`src/rtl/dmem_arb_pkg.sv`:
```
// Shared defaults and types for the two-port data-memory arbiter.
package dmem_arb_pkg;

    localparam int DEF_ADDR_W = 12;
    localparam int DEF_DATA_W = 32;

    typedef enum logic [1:0] {
        ST_IDLE  = 2'd0,
        ST_ISSUE = 2'd1,
        ST_WAIT  = 2'd2
    } state_t;

    typedef logic port_t;

endpackage

```
`src/rtl/dmem_arb_pick.sv`:
```
// Combinational winner selection between the two dmem requesters.
// Fixed priority (port 0 first) by default; round-robin under DMEM_ARB_RR_EN.
module dmem_arb_pick
    import dmem_arb_pkg::*;
(
    input  logic  req0_i,
    input  logic  req1_i,
`ifdef DMEM_ARB_RR_EN
    input  port_t last_i,
`endif
    output logic  any_o,
    output port_t win_o
);

    always_comb begin
        any_o = req0_i | req1_i;
`ifdef DMEM_ARB_RR_EN
        // Under contention the port that did not win last time goes next.
        if (req0_i && req1_i) begin
            win_o = ~last_i;
        end else begin
            win_o = req0_i ? 1'b0 : 1'b1;
        end
`else
        win_o = req0_i ? 1'b0 : 1'b1;
`endif
    end

endmodule

```
`src/rtl/dmem_arbiter.sv`:
```
// Serialises two requesters onto the single-port dmem with req/gnt/rvalid.
// Define DMEM_ARB_RR_EN for round-robin arbitration instead of fixed priority.
module dmem_arbiter
    import dmem_arb_pkg::*;
#(
    parameter int ADDR_W   = DEF_ADDR_W,
    parameter int DATA_W   = DEF_DATA_W,
    parameter int READ_LAT = 1
)
(
    input  logic              clock,
    input  logic              reset,
    input  logic              req0,
    input  logic              req1,
    input  logic              we0,
    input  logic              we1,
    input  logic [ADDR_W-1:0] addr0,
    input  logic [ADDR_W-1:0] addr1,
    input  logic [DATA_W-1:0] wdata0,
    input  logic [DATA_W-1:0] wdata1,
    output logic              gnt0,
    output logic              gnt1,
    output logic              rvalid0,
    output logic              rvalid1,
    output logic [DATA_W-1:0] rdata,
    output logic              busy,
    output logic [ADDR_W-1:0] address_dmem,
    output logic [DATA_W-1:0] data,
    output logic              wren,
    input  logic [DATA_W-1:0] q_dmem
);

    localparam int CNT_W = 2;
    localparam logic [CNT_W-1:0] LAT_INIT = CNT_W'(READ_LAT - 1);

    state_t            state_q, state_d;
    port_t             win_q, win_d;
    logic              we_q, we_d;
    logic [ADDR_W-1:0] addr_q, addr_d;
    logic [DATA_W-1:0] data_q, data_d;
    logic [CNT_W-1:0]  cnt_q, cnt_d;
    logic              any_req;
    port_t             pick;
`ifdef DMEM_ARB_RR_EN
    port_t             last_q, last_d;
`endif

    dmem_arb_pick u_pick (
        .req0_i (req0),
        .req1_i (req1),
`ifdef DMEM_ARB_RR_EN
        .last_i (last_q),
`endif
        .any_o  (any_req),
        .win_o  (pick)
    );

    always_ff @(posedge clock) begin
        if (reset) begin
            state_q <= ST_IDLE;
            win_q   <= 1'b0;
            we_q    <= 1'b0;
            addr_q  <= '0;
            data_q  <= '0;
            cnt_q   <= '0;
`ifdef DMEM_ARB_RR_EN
            last_q  <= 1'b1;
`endif
        end else begin
            state_q <= state_d;
            win_q   <= win_d;
            we_q    <= we_d;
            addr_q  <= addr_d;
            data_q  <= data_d;
            cnt_q   <= cnt_d;
`ifdef DMEM_ARB_RR_EN
            last_q  <= last_d;
`endif
        end
    end

    always_comb begin
        state_d = state_q;
        win_d   = win_q;
        we_d    = we_q;
        addr_d  = addr_q;
        data_d  = data_q;
        cnt_d   = cnt_q;
`ifdef DMEM_ARB_RR_EN
        last_d  = last_q;
`endif
        unique case (state_q)
            ST_IDLE: begin
                if (any_req) begin
                    state_d = ST_ISSUE;
                    win_d   = pick;
`ifdef DMEM_ARB_RR_EN
                    last_d  = pick;
`endif
                    if (pick == 1'b0) begin
                        we_d   = we0;
                        addr_d = addr0;
                        data_d = wdata0;
                    end else begin
                        we_d   = we1;
                        addr_d = addr1;
                        data_d = wdata1;
                    end
                end
            end
            ST_ISSUE: begin
                // Writes finish here; reads wait out the memory latency.
                if (we_q) begin
                    state_d = ST_IDLE;
                end else begin
                    state_d = ST_WAIT;
                    cnt_d   = LAT_INIT;
                end
            end
            ST_WAIT: begin
                if (cnt_q == '0) begin
                    state_d = ST_IDLE;
                end else begin
                    cnt_d = cnt_q - 1'b1;
                end
            end
            default: state_d = ST_IDLE;
        endcase
    end

    always_comb begin
        gnt0    = (state_q == ST_ISSUE) && (win_q == 1'b0);
        gnt1    = (state_q == ST_ISSUE) && (win_q == 1'b1);
        wren    = (state_q == ST_ISSUE) && we_q;
        rvalid0 = (state_q == ST_WAIT) && (cnt_q == '0) && (win_q == 1'b0);
        rvalid1 = (state_q == ST_WAIT) && (cnt_q == '0) && (win_q == 1'b1);
        busy    = (state_q != ST_IDLE);
    end

    assign address_dmem = addr_q;
    assign data         = data_q;
    assign rdata        = q_dmem;

endmodule
```
`config.mk`:
```
export PLATFORM = sky130hd
export DESIGN_NAME = dmem_arbiter
export DESIGN_NICKNAME = d
export VERILOG_FILES = /design/src/rtl/dmem_arb_pkg.sv /design/src/rtl/dmem_arb_pick.sv /design/src/rtl/dmem_arbiter.sv
export SDC_FILE = /design/constraint.sdc
export NUM_CORES = 1
export LEC_CHECK = 0
export CORE_MARGIN = 2
export CORE_UTILIZATION = 31
export CTS_CLUSTER_DIAMETER = 60
export CTS_CLUSTER_SIZE = 30
export DETAILED_ROUTE_END_ITERATION = 6
export PLACE_DENSITY = 0.78
export SLEW_MARGIN = 20
export SYNTH_ARGS = -nofsm -noshare
export SYNTH_HDL_FRONTEND = slang
export SYNTH_HIERARCHICAL = 1
export SYNTH_SLANG_ARGS = --single-unit
```
`constraint.sdc`:
```
create_clock -name clock -period 1.33 [get_ports clock]
set_input_delay 0.1995 -clock clock [delete_from_list [all_inputs] [get_ports clock]]
set_output_delay 0.1995 -clock clock [all_outputs]
set_load 0.05 [all_outputs]
```
==> flow_summary.toml <==
[sta]
setup_slack_ns = -0.155
rsz0062_at_grt = "yes"
slew_headroom = 0.786
clock_skew_ns = 0.00632
setup_viol = 46
report.final.hold_viol_count = 0
fmax_ghz = 0.673
post-route-period-util = 1.12
min_period_ns = 1.49
worstMarginPinSlew_ns = 0.321
maxSlewViolCount = 0

[yosys]
async_reset_ff_frac = 0
synth.area.top_cells = "dfxtp_1, mux2i_1, a211oi_2"
syn-instance-count = 268
synth_largest_area_cell = "dfxtp_1"
yosysTopAreaCellShare = 0.372
syn_area_per_cell_sq_um = 10.0
ys_seq_elements = 50
synth_edf_count = 0
synth.yosys.seq_area_share = 0.372
ys.flop_type = "dfxtp_1"
synth_common_cells = "dfxtp_1, nor2_1, mux2i_1"
syn_area_sq_um = 2690
ys.warnings.count = 6
synth_nets = 395
ys_types = 24

[detailed_routing]
first_iter_violations = 39
route.detailed.drc = 0
ant_nets = 0
wl_met2_microns = 4750
vias_per_cell = 4.82
wl_met3_microns = 457
num_vias = 2464
top_layer = "met4"
met1_length_microns = 2990
wirelength_microns = 8340
dr.pass1.iters = 4
wl_per_cell_microns = 16.3

[worst_setup_path]
regToRegSetupSlack_ns = -0.13
crit_path_end_kind = "output pin"
worstRegToRegCells = 8
cp-start-kind = "register"
cp_slowest_cell = "dfxtp_2"
crit_chain = "inv_2 > ha_4 > nor4bb_4 > buf_12"
required_ns = 1.13
max_stage_delay_ns = 0.33
crit_path_max_fanout = 3
cp.arrival_ns = 1.29
crit_type = "reg2out"

[clocking]
path_clk_slew_ns = 0.09
cts_root_buf = "clkbuf_8"
cts.path.max_buffers = 2
htreeDepth = 2
cts_tree = "built"
clk-insertion-delay-late_ns = 0.30
clkSinkCount = 50
cts_buffers = 5
cts_hold_buffers = 0

[flow_run]
cap_viol_max_count = 0

[die]
coreArea_sq_um = 8300
die_y_microns = 97.2
rows = 33
io_pins = 208
start_util = 0.324
die_area_sq_um = 9450
die_x_microns = 97.2

[final_layout]
drive_gt1_frac = 0.500
nFillCells = 601
multi_input_area_sq_um = 1670
areaGrowthSynthToFinish_pct = 103
num_antenna_cells = 0
layout.area.seq_sq_um = 1010
fin_nets = 532
post-route-util = 0.659
stdcell_area_sq_um = 5470

[place]
gp_congestion = 0.758
numPortBuffers = 143
dpl_cell_area_sq_um = 4610
hpwl_microns = 5690

[power]
powerDensity_nw_per_um2 = 1040
p_seq_frac = 0.338
p_comb_frac = 0.501
p_switching_mw = 2.05
power.share.clock = 0.161
swShare = 0.360
internal_power_mw = 3.63
ir_drop_v = 0.000721
p_leak_nw = 2.18

[grt]
grt_pass1_vias = 2591
grt_max_degree = 27
grt_antenna_before_repair = 0
grt.total_usage = 0.156
grt_pass1_wl_microns = 12200
overflow = 0

[hold_path]
worstHoldPathCells = 2
holdCritPathClass = "in2reg"

[run_status]
violations = "negative setup slack"
status = "complete, but fails checks"
-- final cells by class --
| type | count | area share |
|---|---|---|
| Timing Repair Buffer | 184 | 0.465 |
| Clock inverter | 1 | 0.000916 |
| Clock buffer | 7 | 0.0158 |
| Inverter | 4 | 0.00275 |
| Tap cell | 105 | 0.0240 |
| Sequential cell | 50 | 0.185 |
| Multi-Input combinational cell | 160 | 0.306 |
-- routing by layer --
layer  vias to the layer above  global-route usage
met5                         -                   0
met4                         0              0.0542
met3                        25              0.0446
met2                        79               0.302
met1                      1176               0.157
li1                       1184                   -
-- logic make-up after synthesis --
logic type / Yosys count / share of synthesized area
mux: 46 / 0.171
flops: 50 / 0.372
simple gates: 65 / 0.110
compound gates: 48 / 0.195
fa+ha+maj: 1 / 0.00465
buf+inv: 58 / 0.148
-- state kept, by name, indices dropped and copies added, names as in the netlist --
signal,cells
state_q,2
we_q,1
data,32
win_q,1
cnt_q,2
address_dmem,12
-- metrics by stage --
step | cells | TNS, ns | worst slack (ns) | total power, mW | hold slack [ns]
after global placement | 479 | -15.13 | -0.356 | 4.16 | 0.399
final | 511 | -3.55 | -0.155 | 5.68 | 0.282
after CTS | 495 | -3.71 | -0.173 | 5.22 | 0.282
after global routing | 511 | -6.66 | -0.207 | 5.91 | 0.303
after detailed placement | 479 | -16.52 | -0.422 | 4.21 | 0.399
after floorplan | 268 | -0.0124 | -0.0124 | 3.24 | 0.433
-- power groups by stage --
| stage | Combinational, mW | Clock [mW] | Sequential, mW |
|---|---|---|---|
| final | 2.85 | 0.913 | 1.92 |
| after global routing | 2.97 | 0.999 | 1.94 |
| after CTS | 2.42 | 0.949 | 1.85 |
| after detailed placement | 2.32 | 0 | 1.89 |
| after global placement | 2.28 | 0 | 1.88 |
| after floorplan | 0.899 | 0 | 2.34 |
-- critical path: cells and delay by family, from the launching register on --
| kind | cells | cell delay [ns] |
|---|---|---|
| flip-flops | 1 | 0.33 |
| AND/OR/NAND/NOR | 1 | 0.26 |
| buffers and inverters | 2 | 0.24 |
| adder cells (fa/ha/maj) | 1 | 0.15 |
-- layout by cell type (no fill, tap or decap), types with 2 or more instances in the layout --
cell             synthesis  routed
clkbuf_8                 0       6
nor2b_2                  0       2
nor2_4                   0      34
a21oi_1                  2       2
nor2_2                   0       8
nor2_1                  50       8
buf_16                   0       2
dfxtp_1                 50      45
clkbuf_16                0       5
inv_2                    0       3
buf_6                    4      14
buf_4                   37       9
nor4_1                   2       2
clkdlybuf4s50_1          0      90
a211oi_2                34      44
mux2i_1                 46      46
dfxtp_2                  0       4
buf_8                    0       2
buf_12                   0      59
and2_4                   0       2
and3_1                   2       2
-- final timing paths --
| path | start | endpoint |
|---|---|---|
| min | reset | we_q$_SDFFE_PP0P_ |
| min reg2reg | data[7]$_SDFFE_PP0P_ | data[7]$_SDFFE_PP0P_ |
| max reg2reg | state_q[0]$_SDFFE_PP0P_ | address_dmem[9]$_SDFFE_PP0P_ |
| max | cnt_q[1]$_SDFFE_PP0P_ | rvalid0 |
-- repair_timing --
action | 4_1_cts | 5_1_grt
setup endpoints to repair | 46 | 52
setup buffers | 7 | 13
gates resized for setup | 26 | 106
hold endpoints to repair | 0 | 0
cloned | 1 | 6
pin swaps | 7 | 44
(Power assumes the default switching activity.)
